### src/rtl/writeback_scoreboard.sv
// Write-back stage with a per-register pending-write scoreboard.
// ID reserves a destination register at issue; the retiring instruction is
// written back one cycle later through a registered register-file port, and
// the reservation is released on the edge that ends the write pulse. The
// decoder reads the busy flags to detect read-after-write hazards.
module writeback_scoreboard #(
   parameter int CNT_W = 2,
   parameter int NREG  = 32
) (
   input  logic             clk,
   input  logic             reset,
   input  logic             issue_valid,
   input  logic             issue_reg_write,
   input  logic [4:0]       issue_rd,
   output logic             issue_ready,
   input  logic [4:0]       src_addr1,
   input  logic [4:0]       src_addr2,
   output logic             hazard,
   input  logic             ret_valid,
   input  logic             ret_reg_write,
   input  logic             mem_to_reg,
   input  logic [4:0]       ret_rd,
   input  logic [31:0]      alu_data_out,
   input  logic [31:0]      mem_data_out,
   output logic             reg_write,
   output logic [4:0]       reg_wr_addr_wb,
   output logic [31:0]      reg_wr_data,
   output logic [NREG-1:0]  reg_busy,
   output logic             sb_error
);

   localparam logic [CNT_W-1:0] CNT_MAX = '1;

   logic [CNT_W-1:0] cnt [NREG];
   logic             res;
   logic             cap;
   logic             underflow;
   logic [NREG-1:0]  inc_vec;
   logic [NREG-1:0]  dec_vec;

   // Reservation acceptance and the qualified issue / retire strobes.
   always_comb begin
      issue_ready = (cnt[issue_rd] != CNT_MAX) || (issue_rd == 5'd0);
      res         = issue_valid && issue_reg_write && (issue_rd != 5'd0) && issue_ready;
      cap         = ret_valid && ret_reg_write && (ret_rd != 5'd0);
      // A write pulse never targets r0, so reg_write alone qualifies the release.
      underflow   = reg_write && (cnt[reg_wr_addr_wb] == '0);
   end

   // Per-register increment/decrement requests; busy flags and hazard detect.
   always_comb begin
      // NOTE: every output of this block gets a default before the loop, so
      // no path leaves a bit unassigned and no latch can be inferred.
      inc_vec  = '0;
      dec_vec  = '0;
      reg_busy = '0;
      for (int i = 1; i < NREG; i++) begin
         inc_vec[i]  = res && (issue_rd == 5'(i));
         // A release at count 0 is dropped here and reported as underflow.
         dec_vec[i]  = reg_write && (reg_wr_addr_wb == 5'(i)) && (cnt[i] != '0);
         reg_busy[i] = (cnt[i] != '0);
      end
      hazard = ((src_addr1 != 5'd0) && reg_busy[src_addr1]) ||
               ((src_addr2 != 5'd0) && reg_busy[src_addr2]);
   end

   // Pending-write counters and the sticky underflow flag.
   always_ff @(posedge clk) begin
      if (reset) begin
         // NOTE: the counter array is cleared explicitly because a stale
         // count would leave a register busy forever; this is deliberate,
         // not a generic habit of resetting every memory.
         for (int i = 0; i < NREG; i++) begin
            cnt[i] <= '0;
         end
         sb_error <= 1'b0;
      end else begin
         // Increment is blocked at max by issue_ready and decrement is blocked
         // at zero above, so the sum never wraps; both together cancel out.
         for (int i = 0; i < NREG; i++) begin
            cnt[i] <= cnt[i] + CNT_W'(inc_vec[i]) - CNT_W'(dec_vec[i]);
         end
         sb_error <= sb_error || underflow;
      end
   end

   // Registered register-file write port; address and data hold when idle.
   always_ff @(posedge clk) begin
      // NOTE: sequential state uses non-blocking assignments only, so every
      // flop samples pre-edge values regardless of statement order.
      if (reset) begin
         reg_write      <= 1'b0;
         reg_wr_addr_wb <= 5'd0;
         reg_wr_data    <= 32'd0;
      end else begin
         reg_write <= cap;
         if (cap) begin
            reg_wr_addr_wb <= ret_rd;
            reg_wr_data    <= mem_to_reg ? mem_data_out : alu_data_out;
         end
      end
   end

endmodule

### config.mk
export PLATFORM = sky130hd
export DESIGN_NAME = writeback_scoreboard
export DESIGN_NICKNAME = d
export VERILOG_FILES = /design/src/rtl/writeback_scoreboard.sv
export SDC_FILE = /design/constraint.sdc
export NUM_CORES = 1
export LEC_CHECK = 0
export ABC_CLOCK_PERIOD_IN_PS = 2800
export CAP_MARGIN = 20
export CORE_MARGIN = 2
export CORE_UTILIZATION = 37
export DETAILED_ROUTE_END_ITERATION = 10
export HOLD_SLACK_MARGIN = 0.1
export PLACE_DENSITY_LB_ADDON = 0.25
export SETUP_SLACK_MARGIN = 0.4
export SLEW_MARGIN = 10
export SYNTH_ARGS = -nofsm -noshare
export SYNTH_HDL_FRONTEND = slang
export SYNTH_SLANG_ARGS = --single-unit
### constraint.sdc
create_clock -name clk -period 2.8 [get_ports clk]
set_clock_uncertainty 0.15 [all_clocks]
set_input_delay 0.28 -clock clk [delete_from_list [all_inputs] [get_ports clk]]
set_output_delay 0.28 -clock clk [all_outputs]
set_load 0.02 [all_outputs]
### Yosys cells after proc, flatten, opt, wreduce, memory -nomap -nowiden

Memory sizes are Yosys's and may differ from the RTL's. A register that Yosys moved wholly into a read port is not among the register bits.
Cells that the tools add are included.
W data, S select, Z words.

| storage, ports and cells | value |
|---|---|
| flip-flop bits (word level) | 39 |
| memory bits (writable) | 64 |
| bits of input ports | 91 |
| output and inout bits | 73 |
| word-level logic and storage cells | 349 |
| memories | 1 |

Memory list:

| memory | words | bits a word | rd ports | clocked after Yosys merged registers in | write ports | line | text |
|---|---|---|---|---|---|---|---|
| cnt | 32 | 2 | 33 | 1 | 32 | 34 | `logic [CNT_W-1:0] cnt [NREG];` |

| operators by class | value |
|---|---|
| add/sub/neg operators | 62 |
| order comparisons | 2 |
| equal/unequal tests | 64 |
| muxes and demuxes | 42 |
| bitwise logic cells | 32 |
| reductions and logical operators | 142 |

Operators with widths:

| cell | number |
|---|---|
| $eq A5 B5 Y1 const B | 32 |
| $logic_and A1 B1 Y1 | 101 |
| $eq A5 B4 Y1 const B | 16 |
| $mux W2 | 32 |
| $add A2 B1 Y2 | 31 |
| $reduce_bool A2 Y1 | 31 |
| $sub A2 B1 Y2 | 31 |
| $eq A5 B3 Y1 const B | 8 |
| $mux W32 | 1 |
| $or A1 B1 Y1 | 32 |
| $eq A5 B2 Y1 const B | 4 |
| $reduce_bool A5 Y1 | 4 |
| $lt A5 B6 Y1 const B | 2 |
| $bmux W1 S5 | 2 |
| $eq A5 B1 Y1 const B | 2 |
| $mux W5 | 2 |
| $logic_not A5 Y1 | 1 |
| $mux W1 | 5 |
| $logic_or A1 B1 Y1 | 3 |
| $logic_not A2 Y1 | 1 |
| $ne A2 B2 Y1 const B | 1 |
| $reduce_and A2 Y1 | 1 |
| $ne A0 B0 Y1 | 1 |

### Logic depth before layout (Yosys ltp)

An unclocked memory read counts as a cell.

| depth | value |
|---|---|
| depth in word-level cells | 8 |
| depth in mapped cells | 10 |

### Least setup slack after synthesis

No wires, ideal clock.

| timing path | value |
|---|---|
| path type | input-to-output |
| start point | input src_addr2[0] |
| end point | output hazard |
| data arrival time | 1.833 ns |
| setup slack | 0.537 ns |
| stages | 5 |
| buffers on the path | 1 |
| cell sequence | buf_2 -> mux4_2 -> mux2_2 -> o211a_1 -> o221ai_1 |

| on the way | value |
|---|---|
| longest elaborated chain between the ends | 4 |
| elaborated cells between the ends (all ways) | 5 |
| classes of those cells | mux (2); reduce/logical (3) |

Ends and longest elaborated chain:

| element | line | text |
|---|---|---|
| start, declared | 17 | `input logic [4:0] src_addr2,` |
| $bmux W1 S5 | 64 | `((src_addr2 != 5'd0) && reg_busy[src_addr2]);` |
| $mux W1 (implied by the code) | 64 |  |
| $logic_and A1 B1 Y1 * | 64 |  |
| $logic_or A1 B1 Y1 * | 63 | `hazard = ((src_addr1 != 5'd0) && reg_busy[src_addr1]) \|\|` |
| end, declared | 18 | `output logic hazard,` |

Every way passes the cells marked *; elsewhere a longest branch is shown, timed or not. The select of a mux whose other input is x is not followed.

==> impl_metrics.env <==
export IMPL_rsz0062_at_grt="true"
export IMPL_leakagePower_nw=4.56
export IMPL_port_buffers=162
export IMPL_drc=0
export IMPL_maxCapViolations=0
export IMPL_power_density_nw_per_um2=371
export IMPL_wl_per_cell_um=17.6
export IMPL_grt_usage=0.218
export IMPL_endpoint_kind="primary output"
export IMPL_ys_seq_elements=106
export IMPL_cp_data_required_time_ns=2.37
export IMPL_intPower_mw=2.68
export IMPL_core_region_area_um2=18600
export IMPL_hold_viol=0
export IMPL_arrival_ns=2.21
export IMPL_p_seq_frac=0.431
export IMPL_grt_pass1_wl_mm=33.8
export IMPL_final_cell_mix="clkdlybuf4s50_1, nor2_1, inv_1"
export IMPL_ys_seq_area_frac=0.304
export IMPL_clkLatencyLatePin_ns=0.36
export IMPL_power_switching_uw=998
export IMPL_utilization=0.532
export IMPL_netlist_area_leader_share=0.304
export IMPL_clockBufferDepth=2
export IMPL_cp_start_kind="flop"
export IMPL_status="finished clean"
export IMPL_antenna_cells=0
export IMPL_fin_hold_ws_ns=0.353
export IMPL_syn_num_nets=940
export IMPL_drive_gt1_frac=0.205
export IMPL_clock_sinks=106
export IMPL_vias=6511
export IMPL_drt_wl_total_mm=22.0
export IMPL_clkPwrFrac=0.395
export IMPL_hp_class="reg2reg"
export IMPL_grt_overflow=0
export IMPL_drt_pass1_iterations=7
export IMPL_power_frac_comb=0.174
export IMPL_synthFlopType="dfxtp_1"
export IMPL_syn_area_um2=6990
export IMPL_synth_area_leader_cell="dfxtp_1"
export IMPL_place_congestion=0.931
export IMPL_first_global_vias=6210
export IMPL_slew_headroom=0.651
export IMPL_setup_violations=0
export IMPL_dieArea_um2=20000
export IMPL_slew_viol_final=0
export IMPL_crit_fanout=2
export IMPL_nNetsFinal=1166
export IMPL_crit_type="reg2out"
export IMPL_htreeDepth=3
export IMPL_irDropWorstVdd_v=0.000277
export IMPL_fin_crit_sh=0.943
export IMPL_dr_first_iter_drc_count=385
export IMPL_final_common_cell="clkdlybuf4s50_1"
export IMPL_start_util=0.375
export IMPL_hpwl_mm=17.0
export IMPL_ys_top_cells_by_area="dfxtp_1, ha_1, nor2_1"
export IMPL_worst_slew_pin_slew_ns=0.523
export IMPL_synth_warnings=0
export IMPL_path_clk_slew_ns=0.08
export IMPL_avgSynthCellArea_um2=8.88
export IMPL_switching_share=0.271
export IMPL_antenna_found_initial=0
export IMPL_die_h_um=141
export IMPL_ant_nets=0
export IMPL_synth_edf_count=0
export IMPL_ios=164
export IMPL_fin_crit_ns=2.64
export IMPL_synthCells=787
export IMPL_cts_tree="yes"
export IMPL_async_flop_share=0
export IMPL_cts_root_buf="clkbuf_16"
export IMPL_die_w_um=141
export IMPL_rows=50
export IMPL_area_growth_syn_to_layout_pct=42.1
export IMPL_cts_buffers=9
export IMPL_grt_max_degree=60
export IMPL_max_freq_ghz=0.379
export IMPL_synth_distinct_cells=50
export IMPL_power_mw=3.68
export IMPL_via_per_inst=5.20
-- per-stage QoR --
| step | instances | instance area [um2] | setup slack [ns] | TNS (ns) |
|---|---|---|---|---|
| 6_report | 1252 | 9930 | 0.161 | 0 |
| 3_3_place_gp | 1230 | 9370 | -0.407 | -3.06 |
| 4_1_cts | 1249 | 9790 | 0.181 | 0 |
| 2_1_floorplan | 787 | 6990 | 0.537 | 0 |
| 5_1_grt | 1252 | 9930 | 0.145 | 0 |
| 3_5_place_dp | 1230 | 9370 | -0.422 | -4.34 |
-- worst max-delay path, stage by stage, from the launching register on --
cell and delay, ns:
dfxtp_2 0.34, buf_4 0.11, and3b_1 0.16, a31oi_1 0.04, mux4_2 0.50, mux4_2 0.53
buf_6 0.16
-- power groups by stage --
stage | sequential [mW] | combinational (mW) | clock, mW
2_1_floorplan | 1.66 | 0.260 | 0
3_3_place_gp | 1.62 | 0.620 | 0
3_5_place_dp | 1.62 | 0.624 | 0
4_1_cts | 1.59 | 0.638 | 1.49
5_1_grt | 1.59 | 0.681 | 1.56
6_report | 1.59 | 0.640 | 1.45
-- layer usage --
| metal | GRT usage | part of all wire |
|---|---|---|
| met3 | 0.0439 | 0.083 |
| met2 | 0.365 | 0.46 |
| met5 | 0 | 0 |
| met1 | 0.280 | 0.43 |
| met4 | 0.0800 | 0.024 |
-- cell type report --
| cell class | count | area [um2] |
|---|---|---|
| flip-flops and latches | 106 | 2140 |
| fillers | 1770 | 8720 |
| clock buffers | 9 | 225 |
| clock inverters | 7 | 108 |
| multi-input cells | 544 | 4400 |
| well taps | 234 | 293 |
| inverters | 99 | 372 |
| repair buffers | 253 | 2390 |
-- synthesized netlist by cell type, drive strengths merged, types with 3 or more instances --
cell,n
nand4,3
inv,99
a2111oi,5
a211o,5
nand3,9
a21oi,6
xor2,31
and3b,15
ha,62
a32oi,3
xnor2,31
dfxtp,106
nand2,20
nor3,45
a31oi,16
or2,6
buf,14
mux2i,35
clkbuf,24
nor2,127
nand2b,6
mux4,21
a211oi,37
nor2b,34
-- kinds of logic (layout without fill, tap and decap cells) --
family	count (synthesis)	after routing	synth area share
compound gates	86	86	0.115
other cells	1	1	0.000537
xor+xnor	62	62	0.0777
simple gates	276	276	0.192
buf+inv	137	368	0.0811
mux	57	57	0.119
fa+ha+maj	62	62	0.111
flops	106	106	0.304
-- state kept, by name, summed over array words and instances (netlist names), named ones only --
name	cells
reg_write	1
cnt	62
reg_wr_addr_wb	5
reg_wr_data	32
sb_error	1
-- path summary, 6_finish.rpt --
check                   from         endpoint  slack [ns]  depth (start not counted)
max reg2reg       cnt[22][1]       cnt[23][1]        0.33                         12
max               cnt[22][1]      issue_ready        0.16                          6
min          reg_wr_data[14]  reg_wr_data[14]        0.35                          2
min reg2reg  reg_wr_data[14]  reg_wr_data[14]        0.35                          2
-- timing repair --
item	CTS	global route
pin swaps	5	6
setup buffers	1	3
endpoints found under the hold margin	1	0
setup endpoints to repair	41	32
cloned	1	0
hold buffers	1	0
gates resized for setup	30	34
Power figures use the tool's default switching activity.
